==> src/rtl/cpu_ctrl_pkg.sv <==
// Shared encodings for the multicycle CPU controller: states, memory commands,
// register/operand selects and the decoded instruction class.
package cpu_ctrl_pkg;

    typedef enum logic [2:0] {
        STATE_RESET     = 3'b000,
        STATE_HALT      = 3'b001,
        STATE_IF        = 3'b010,
        STATE_DECODE    = 3'b011,
        STATE_EXEC      = 3'b100,
        STATE_MEM       = 3'b101,
        STATE_WRITEBACK = 3'b110
    } state_t;

    localparam logic [1:0] MNONE  = 2'b00;
    localparam logic [1:0] MREAD  = 2'b01;
    localparam logic [1:0] MWRITE = 2'b10;

    localparam logic [2:0] NSEL_RN = 3'b100;
    localparam logic [2:0] NSEL_RD = 3'b010;
    localparam logic [2:0] NSEL_RM = 3'b001;

    localparam logic [1:0] VSEL_C      = 2'b00;
    localparam logic [1:0] VSEL_MDATA  = 2'b01;
    localparam logic [1:0] VSEL_SXIMM8 = 2'b10;
    localparam logic [1:0] VSEL_PC     = 2'b11;

    localparam logic [1:0] PC_INC  = 2'b00;
    localparam logic [1:0] PC_BR   = 2'b01;
    localparam logic [1:0] PC_DOUT = 2'b10;

    typedef enum logic [3:0] {
        CLS_ILLEGAL,
        CLS_HALT,
        CLS_MOV_IMM,
        CLS_MOV_REG,
        CLS_ALU,
        CLS_CMP,
        CLS_LDR,
        CLS_STR,
        CLS_B,
        CLS_BL,
        CLS_BX,
        CLS_BLX
    } instr_cls_t;

endpackage

==> src/rtl/cpu_ctrl_decode.sv <==
// Combinational instruction classifier and branch-condition evaluator.
// Branch encodings are recognised only when CTRL_BRANCH_EN is defined.
module cpu_ctrl_decode
    import cpu_ctrl_pkg::*;
(
    input  logic [2:0] opcode,
    input  logic [1:0] op,
    input  logic [2:0] cond,
    input  logic       N,
    input  logic       V,
    input  logic       Z,
    output instr_cls_t cls,
    output logic       br_taken
);

    always_comb begin
        cls = CLS_ILLEGAL;
        case (opcode)
            3'b111: cls = CLS_HALT;
            3'b110: begin
                if (op == 2'b10)      cls = CLS_MOV_IMM;
                else if (op == 2'b00) cls = CLS_MOV_REG;
            end
            3'b101: cls = (op == 2'b01) ? CLS_CMP : CLS_ALU;
            3'b011: if (op == 2'b00) cls = CLS_LDR;
            3'b100: if (op == 2'b00) cls = CLS_STR;
`ifdef CTRL_BRANCH_EN
            3'b001: if (op == 2'b00) cls = CLS_B;
            3'b010: begin
                case (op)
                    2'b11:   cls = CLS_BL;
                    2'b00:   cls = CLS_BX;
                    2'b10:   cls = CLS_BLX;
                    default: cls = CLS_ILLEGAL;
                endcase
            end
`endif
            default: cls = CLS_ILLEGAL;
        endcase
    end

    // Undefined condition codes never branch.
    always_comb begin
        case (cond)
            3'b000:  br_taken = 1'b1;
            3'b001:  br_taken = Z;
            3'b010:  br_taken = ~Z;
            3'b011:  br_taken = N ^ V;
            3'b100:  br_taken = (N ^ V) | Z;
            default: br_taken = 1'b0;
        endcase
    end

endmodule

==> src/rtl/cpu_ctrl_fsm.sv <==
// Multicycle fetch/decode/execute controller for the 16-bit RISC CPU.
// Define CTRL_BRANCH_EN to accept B/BL/BX/BLX; otherwise they halt as illegal.
module cpu_ctrl_fsm
    import cpu_ctrl_pkg::*;
#(
    parameter int MEM_LAT = 1
) (
    input  logic       clk,
    input  logic       reset,
    input  logic [2:0] opcode,
    input  logic [1:0] op,
    input  logic [2:0] cond,
    input  logic       N,
    input  logic       V,
    input  logic       Z,
    output logic [2:0] state,
    output logic [1:0] mem_cmd,
    output logic       addr_sel,
    output logic       load_ir,
    output logic       load_pc,
    output logic       reset_pc,
    output logic       load_addr,
    output logic [1:0] pc_sel,
    output logic [2:0] nsel,
    output logic [1:0] vsel,
    output logic       write,
    output logic       loada,
    output logic       loadb,
    output logic       loadc,
    output logic       loads,
    output logic       asel,
    output logic       bsel,
    output logic       halted
);

    localparam logic [1:0] IF_LAST  = 2'(MEM_LAT);
    localparam logic [1:0] LDR_LAST = 2'(MEM_LAT + 1);

    state_t     state_q, state_d;
    logic [1:0] phase_q, phase_d;
    instr_cls_t cls;
    logic       br_taken;
    logic [1:0] bx_ph;

    cpu_ctrl_decode u_decode (
        .opcode   (opcode),
        .op       (op),
        .cond     (cond),
        .N        (N),
        .V        (V),
        .Z        (Z),
        .cls      (cls),
        .br_taken (br_taken)
    );

    always_ff @(posedge clk) begin
        if (reset) begin
            state_q <= STATE_RESET;
            phase_q <= 2'd0;
        end else begin
            state_q <= state_d;
            phase_q <= phase_d;
        end
    end

    // BLX prepends the link write, so its BX steps run one phase late.
    assign bx_ph = (cls == CLS_BLX) ? phase_q - 2'd1 : phase_q;
    assign state = state_q;

    always_comb begin
        state_d   = state_q;
        phase_d   = phase_q + 2'd1;
        mem_cmd   = MNONE;
        addr_sel  = 1'b0;
        load_ir   = 1'b0;
        load_pc   = 1'b0;
        reset_pc  = 1'b0;
        load_addr = 1'b0;
        pc_sel    = PC_INC;
        nsel      = 3'b000;
        vsel      = VSEL_C;
        write     = 1'b0;
        loada     = 1'b0;
        loadb     = 1'b0;
        loadc     = 1'b0;
        loads     = 1'b0;
        asel      = 1'b0;
        bsel      = 1'b0;
        halted    = 1'b0;

        case (state_q)
            STATE_RESET: begin
                reset_pc = 1'b1;
                load_pc  = 1'b1;
                state_d  = STATE_IF;
            end
            STATE_IF: begin
                addr_sel = 1'b1;
                mem_cmd  = MREAD;
                if (phase_q == IF_LAST) begin
                    load_ir = 1'b1;
                    state_d = STATE_DECODE;
                end
            end
            STATE_DECODE: begin
                load_pc = 1'b1;
                pc_sel  = PC_INC;
                case (cls)
                    CLS_MOV_IMM: state_d = STATE_WRITEBACK;
                    CLS_MOV_REG, CLS_ALU, CLS_CMP, CLS_LDR, CLS_STR,
                    CLS_B, CLS_BL, CLS_BX, CLS_BLX: state_d = STATE_EXEC;
                    default: state_d = STATE_HALT;
                endcase
            end
            STATE_EXEC: begin
                case (cls)
                    CLS_B: begin
                        if (br_taken) begin
                            load_pc = 1'b1;
                            pc_sel  = PC_BR;
                        end
                        state_d = STATE_IF;
                    end
                    CLS_BL: begin
                        if (phase_q == 2'd0) begin
                            write = 1'b1;
                            nsel  = NSEL_RN;
                            vsel  = VSEL_PC;
                        end else begin
                            load_pc = 1'b1;
                            pc_sel  = PC_BR;
                            state_d = STATE_IF;
                        end
                    end
                    CLS_BX, CLS_BLX: begin
                        if (cls == CLS_BLX && phase_q == 2'd0) begin
                            write = 1'b1;
                            nsel  = NSEL_RN;
                            vsel  = VSEL_PC;
                        end else if (bx_ph == 2'd0) begin
                            nsel  = NSEL_RD;
                            loadb = 1'b1;
                        end else if (bx_ph == 2'd1) begin
                            asel  = 1'b1;
                            loadc = 1'b1;
                        end else begin
                            load_pc = 1'b1;
                            pc_sel  = PC_DOUT;
                            state_d = STATE_IF;
                        end
                    end
                    default: begin
                        if (phase_q == 2'd0) begin
                            if (cls != CLS_MOV_REG) begin
                                nsel  = NSEL_RN;
                                loada = 1'b1;
                            end
                        end else if (phase_q == 2'd1) begin
                            if (cls != CLS_LDR) begin
                                nsel  = (cls == CLS_STR) ? NSEL_RD : NSEL_RM;
                                loadb = 1'b1;
                            end
                        end else begin
                            asel  = (cls == CLS_MOV_REG);
                            bsel  = (cls == CLS_LDR) || (cls == CLS_STR);
                            loads = (cls == CLS_CMP);
                            loadc = (cls != CLS_CMP);
                            if (cls == CLS_CMP)
                                state_d = STATE_IF;
                            else if (cls == CLS_LDR || cls == CLS_STR)
                                state_d = STATE_MEM;
                            else
                                state_d = STATE_WRITEBACK;
                        end
                    end
                endcase
            end
            STATE_MEM: begin
                if (phase_q == 2'd0) begin
                    load_addr = 1'b1;
                end else if (cls == CLS_STR) begin
                    if (phase_q == 2'd1) begin
                        asel  = 1'b1;
                        loadc = 1'b1;
                    end else begin
                        addr_sel = 1'b0;
                        mem_cmd  = MWRITE;
                        state_d  = STATE_IF;
                    end
                end else begin
                    addr_sel = 1'b0;
                    mem_cmd  = MREAD;
                    if (phase_q == LDR_LAST)
                        state_d = STATE_WRITEBACK;
                end
            end
            STATE_WRITEBACK: begin
                write = 1'b1;
                nsel  = NSEL_RD;
                if (cls == CLS_MOV_IMM)
                    vsel = VSEL_SXIMM8;
                else if (cls == CLS_LDR)
                    vsel = VSEL_MDATA;
                else
                    vsel = VSEL_C;
                state_d = STATE_IF;
            end
            STATE_HALT: begin
                halted  = 1'b1;
                phase_d = phase_q;
            end
            default: state_d = STATE_RESET;
        endcase

        if (state_d != state_q)
            phase_d = 2'd0;
    end

endmodule

==> config.mk <==
export PLATFORM = sky130hd
export DESIGN_NAME = cpu_ctrl_fsm
export DESIGN_NICKNAME = d
export VERILOG_FILES = /design/src/rtl/cpu_ctrl_pkg.sv /design/src/rtl/cpu_ctrl_decode.sv /design/src/rtl/cpu_ctrl_fsm.sv
export SDC_FILE = /design/constraint.sdc
export NUM_CORES = 1
export LEC_CHECK = 0
export BUFFER_PORTS_ARGS = -buffer_cell sky130_fd_sc_hd__buf_2
export CORE_UTILIZATION = 45
export DETAILED_ROUTE_END_ITERATION = 8
export GPL_TIMING_DRIVEN = 0
export PLACE_DENSITY = 0.87
export SETUP_SLACK_MARGIN = 0.15
export SKIP_LAST_GASP = 1
export SLEW_MARGIN = 5
export SYNTH_ARGS = -nofsm -noshare
export SYNTH_HDL_FRONTEND = slang
export SYNTH_SLANG_ARGS = --single-unit
export TNS_END_PERCENT = 1
==> constraint.sdc <==
create_clock -name clk -period 1.99 [get_ports clk]
set_input_delay 0.199 -clock clk [delete_from_list [all_inputs] [get_ports clk]]
set_output_delay 0.199 -clock clk [all_outputs]
set_load 0.01 [all_outputs]
; ---- Word-level counts from Yosys, hierarchy flattened
; Memory sizes are Yosys's and may differ from the RTL's.
; Cells that the tools add are included.
[totals]
word_cells = 153
n_memories = 1
out_inout_bits = 25
register_bits = 5
rom_bits = 48
[classes]
n_reduce_logical = 13
eq_ne = 33
muxes = 99
bitwise_logic = 3
addsub = 2
[mem_list]
columns = name, depth, width, read_ports, rd_clocked_by_memory_dff, wr, line_no
row1 = (name not given), 16, 3, 1, 0, 0, cpu_ctrl_fsm.sv:108  ; case (cls)
[ops]
columns = op, count
row1 = $mux 3, 18
row2 = $mux 1, 44
row3 = $mux 2, 17
row4 = $eq 3x3->1 const B, 8
row5 = $pmux 4 s5, 1
row6 = $pmux 3 s3, 2
row7 = $pmux 3 s6, 1
row8 = $eq 4x4->1 const B, 4
row9 = $pmux 1 s2, 8
row10 = $eq 3x2->1 const B, 5
row11 = $eq 4x3->1 const B, 3
row12 = $pmux 2 s2, 3
row13 = $reduce_or 2->1, 5
row14 = $eq 4x2->1 const B, 2
row15 = $ne 4x3->1 const B, 2
row16 = $eq 2x1->1 const B, 3
row17 = $eq 3x1->1 const B, 2
row18 = $logic_not 2->1, 3
row19 = $logic_not 3->1, 2
row20 = $pmux 2 s3, 1
row21 = $pmux 3 s2, 1
row22 = $pmux 1 s5, 1
row23 = $eq 2x2->1 const B, 2
row24 = $mux 4, 1
row25 = 11 further kinds, 11

; ---- Longest topological paths before layout
[logic_depth]
word_depth = 14
ltp_mapped = 7
depth_no_buf = 7

; ---- By module
; A second synthesis with hierarchy kept.
[hier_totals]
hier_cells = 149
area_unflattened_um2 = 1086.0
[modules_own_cells]
columns = mod, area_per_inst_um2, n_inst, seq_area_each_um2, cells_per_inst
row1 = cpu_ctrl_fsm, 939.7, 1, 100.1, 128
row2 = cpu_ctrl_decode, 146.4, 1, 0.0, 21

; ---- Worst setup path before layout
; Ideal clock, no wire load.
[synth_path]
path_type = reg-to-reg
start = register phase_q[0]
end = register phase_q[0]
arrival_ps = 1375
t_required_ps = 1869
stages_incl_launch_ff = 8
period_less_slack_ps = 1496
setup_slack_ps = 494
n_path_buf = 0
path_cell_list = dfxtp_1 > inv_1 > ha_1 > nor2_1 > nor4bb_1 > a31oi_1 > nand4_1 > nor3_1
[synth_via]
elab_chain_cells = 10
word_cells_on_any_way = 24
cone_classes = add/sub: 2 / eq/ne: 4 / mux: 14 / reduce/logical: 4
[synth_rtl]
columns = element, line_no
row1 = "start, declared", cpu_ctrl_fsm.sv:40  ; logic [1:0] phase_q, phase_d;
row2 = "start signal, assigned", cpu_ctrl_fsm.sv:62  ; phase_q <= phase_d;
row3 = $sub 2x1->2, cpu_ctrl_fsm.sv:67  ; assign bx_ph = (cls == CLS_BLX) ? phase_q - 2'd1 : phase_q;
row4 = $mux 2, cpu_ctrl_fsm.sv:67
row5 = $eq 2x1->1, cpu_ctrl_fsm.sv:143  ; end else if (bx_ph == 2'd1) begin
row6 = $mux 3, cpu_ctrl_fsm.sv:143
row7 = $mux 3, cpu_ctrl_fsm.sv:140  ; end else if (bx_ph == 2'd0) begin
row8 = $mux 3, cpu_ctrl_fsm.sv:136  ; if (cls == CLS_BLX && phase_q == 2'd0) begin
row9 = $pmux 3 s3, cpu_ctrl_fsm.sv:116  ; case (cls)
row10 = $pmux 3 s6, cpu_ctrl_fsm.sv:91  ; case (state_q)
row11 = $ne 3x3->1, cpu_ctrl_fsm.sv:215  ; if (state_d != state_q)
row12 = $reduce_or 2->1 (no line), -
; Several ways; a longest one is shown, not always the timed one.
; A chain may end at the register's enable or synchronous reset.

; ---- Final worst setup path
[layout_path]
start = register phase_q[1]
end = output nsel[1]
[layout_via]
elab_chain_cells = 7
word_cells_on_any_way = 12
cone_classes = add/sub: 1 / eq/ne: 1 / mux: 7 / reduce/logical: 3
[layout_rtl]
columns = element, line_no
row1 = $sub 2x1->2, cpu_ctrl_fsm.sv:67
row2 = $mux 2, cpu_ctrl_fsm.sv:67
row3 = $logic_not 2->1, cpu_ctrl_fsm.sv:140
row4 = $mux 2, cpu_ctrl_fsm.sv:140
row5 = $mux 3, cpu_ctrl_fsm.sv:136
row6 = $pmux 3 s3 *, cpu_ctrl_fsm.sv:116
row7 = $pmux 3 s2 *, cpu_ctrl_fsm.sv:91
row8 = "end, declared", cpu_ctrl_fsm.sv:24  ; output logic [2:0] nsel,
; Mark *: on every way between the ends. The rest lies on a longest branch, timed or not.

==> impl_metrics.yaml <==
outcome:
  status: "finished, final reports clean"
yosys:
  avgSynthCellArea_um2: 7.17
  synthCells: 119
  seq_area_frac_synth_pct: 11.7
  synth_edf_count: 0
  synth_top_area_share_pct: 11.7
  ys_seq_elements: 5
  synth_warnings: 0
  synthFlopType: "dfxtp_1"
  synthTopCellsByArea: "dfxtp_1, nor2_1, a21oi_1, ha_1, nor3_1"
  async_flop_share_pct: 0
  synth_top_cell_by_area: "dfxtp_1"
  syn-cell-area_um2: 853
  ys_types: 46
cts:
  clk_latency_ns: 0.24
  tritoncts: "done"
  cts_hold_buf: 0
  numClockSinks: 5
  cts_buffers: 3
  h-tree-depth: 1
  cts_buffer_depth: 2
  post_cts.repair.setup_buffers: 0
  cts_root_buf: "clkbuf_4"
  clk_pin_slew_ns: 0.04
sta:
  rsz0062_at_grt: "true"
  min_period_over_period_pct: 90.7
  slew_violations: 0
  whs_ns: 0.190
  fin_crit_ns: 1.81
  hold_viol: 0
  finalWorstSetupSlack_ns: 0.185
  skew_ns: 0.00106
  fmax_ghz: 0.554
  fin_tns_setup_ns: 0
  setup_viol: 0
placement:
  numPortBuffers: 29
  dp_slack_ns: 0.203
  hpwl_mm: 1.85
  gp_congestion: 0.918
job:
  cap_violations: 0
global_routing:
  grt_pass1_vias: 894
  gr-total-overflow: 0
  grt_pass1_wl_mm: 3.79
  grt_max_degree: 11
  groute.usage.overall_pct: 24.8
  antenna_found_initial: 0
pwr:
  power_w: 0.000433
  p_leak_nw: 0.508
  vdd_drop_max_mv: 0.376
  power_per_cell_area_nw_per_um2: 405
worst_setup_path:
  cp.arrival_ns: 1.61
  r2r-end: "phase_q[0]"
  crit_path_start_kind: "flop"
  end_kind: "primary output"
  reg2reg_slack_ns: 0.33
  worstRegToRegCells: 7
  crit_path_max_fanout: 8
  worstReg2RegStart: "phase_q[0]"
  path_class: "reg -> out"
  cp_data_required_time_ns: 1.79
route:
  first_iter_violations: 30
  ant_nets: 0
  wl_per_cell_um: 13.0
  routed_via_density: 5.75
  finalWirelength_mm: 2.32
  drc_errors: 0
  via_count: 1023
  dr.pass1.iters: 4
layout:
  n_antenna_cell: 0
  n_fill_cell: 184
  nets: 170
  fin_util_pct: 61.3
  drive_gt1_share_pct: 35.9
  area_delta_synth_final_pct: 25.4
die:
  fp.coreArea_um2: 1750
  rows: 15
  ioPinCount: 38
  dieArea_um2: 2070
  die_x_um: 45.5
  die_h_um: 45.5
  start_util_pct: 48.9
min_path:
  whs_endpoint: "state[0]"
  hp-class: "in -> reg"
  hold_depth: 2
  holdCritStartpoint: "reset"
[cells in the final DEF, fill, tap and decap left out, types with 2 or more instances in the layout]
cell type	synthesis	final
nand2b_1	2	2
nor3b_1	2	2
ha_2	0	2
buf_2	3	32
a21oi_1	8	8
nand3_1	5	5
inv_1	4	4
nor2_2	1	2
and3_1	4	4
nand3b_1	3	3
buf_4	3	3
clkbuf_4	0	3
and3b_1	2	2
nand2_1	8	8
o21a_1	3	3
clkbuf_2	0	2
nor2b_1	4	4
and2_1	4	4
nand4_1	3	3
nor3_1	7	7
nor2_1	13	12
a31oi_1	4	4
mux2i_1	2	2
dfxtp_1	5	5
o21ai_0	2	2
conb_1	1	2
[power breakdown]
part | switching [W] | internal [W]
Clock | 0.0000384 | 0.0000756
Combinational | 0.000122 | 0.0000840
Sequential | 0.00000455 | 0.000109
[repair_timing]
item | in CTS | in global routing
pin swaps | 0 | 0
gates resized for setup | 3 | 3
endpoints found under the setup margin | 5 | 12
cloned | 0 | 0
[metrics by stage]
| step | cell area [µm²] | std cells |
|---|---|---|
| 6_report | 1070 | 178 |
| 5_1_grt | 1070 | 178 |
| 3_5_place_dp | 1030 | 174 |
| 2_1_floorplan | 857 | 120 |
| 3_3_place_gp | 1030 | 174 |
| 4_1_cts | 1070 | 178 |
[synth_stat cells, drive strengths merged (4+ instances only)]
cell type / count
a21oi: 8
a31oi: 4
inv: 5
dfxtp: 5
nor2b: 4
nand2: 8
nor2: 14
nand3: 5
and3: 4
nor3: 7
and2: 4
buf: 7
[worst max-delay path, cell delays in order (launching register included)]
cell and delay [ns]:
dfxtp_1 0.31, inv_1 0.08, ha_2 0.28, nor2b_1 0.26, a21oi_1 0.10, nor3b_1 0.17
buf_2 0.16
[how the worst max path moves through the flow]
stage,start,to,cells past startpoint
floorplan,phase_q[0],phase_q[0],7
detailed placement,phase_q[0],phase_q[0],7
CTS,phase_q[0],bsel,6
finish,phase_q[1],nsel[1],6
global route,phase_q[1],bsel,6
global placement,phase_q[0],phase_q[0],7
[layer usage]
metal,vias to the layer above,global-route usage (%),part of all wire [%]
li1,506,-,-
met5,-,0,0
met4,0,12.1,0.56
met3,2,4.37,5.4
met1,475,31.0,44
met2,40,40.6,49
[logic make-up (layout without fill, tap and decap cells)]
kind of cell / count (synthesis) / count (layout) / share of synthesized area (%)
AOI/OAI and AO/OA: 28 / 28 / 25.7
xor gates and xnor gates: 1 / 1 / 1.03
adders and majority gates: 3 / 3 / 4.40
buffers and inverters: 14 / 47 / 8.80
DFF: 5 / 5 / 11.7
muxes: 2 / 2 / 2.35
other: 1 / 2 / 0.439
and+or+nand+nor: 65 / 65 / 45.6
[area by class of cell]
cell class	count	area, µm²	share of cell area, %
clock buffer	4	26.3	2.46
multi-input combinational	101	689	64.4
tap	25	31.3	2.92
sequential	5	100	9.36
buffer	9	58.8	5.50
timing repair buffer	29	145	13.6
inverter	5	18.8	1.75
[registers in the layout, summed over array words and instances (netlist names)]
name / cells
state: 3
phase_q: 2
Note: power is estimated with default switching activity, not from simulation.
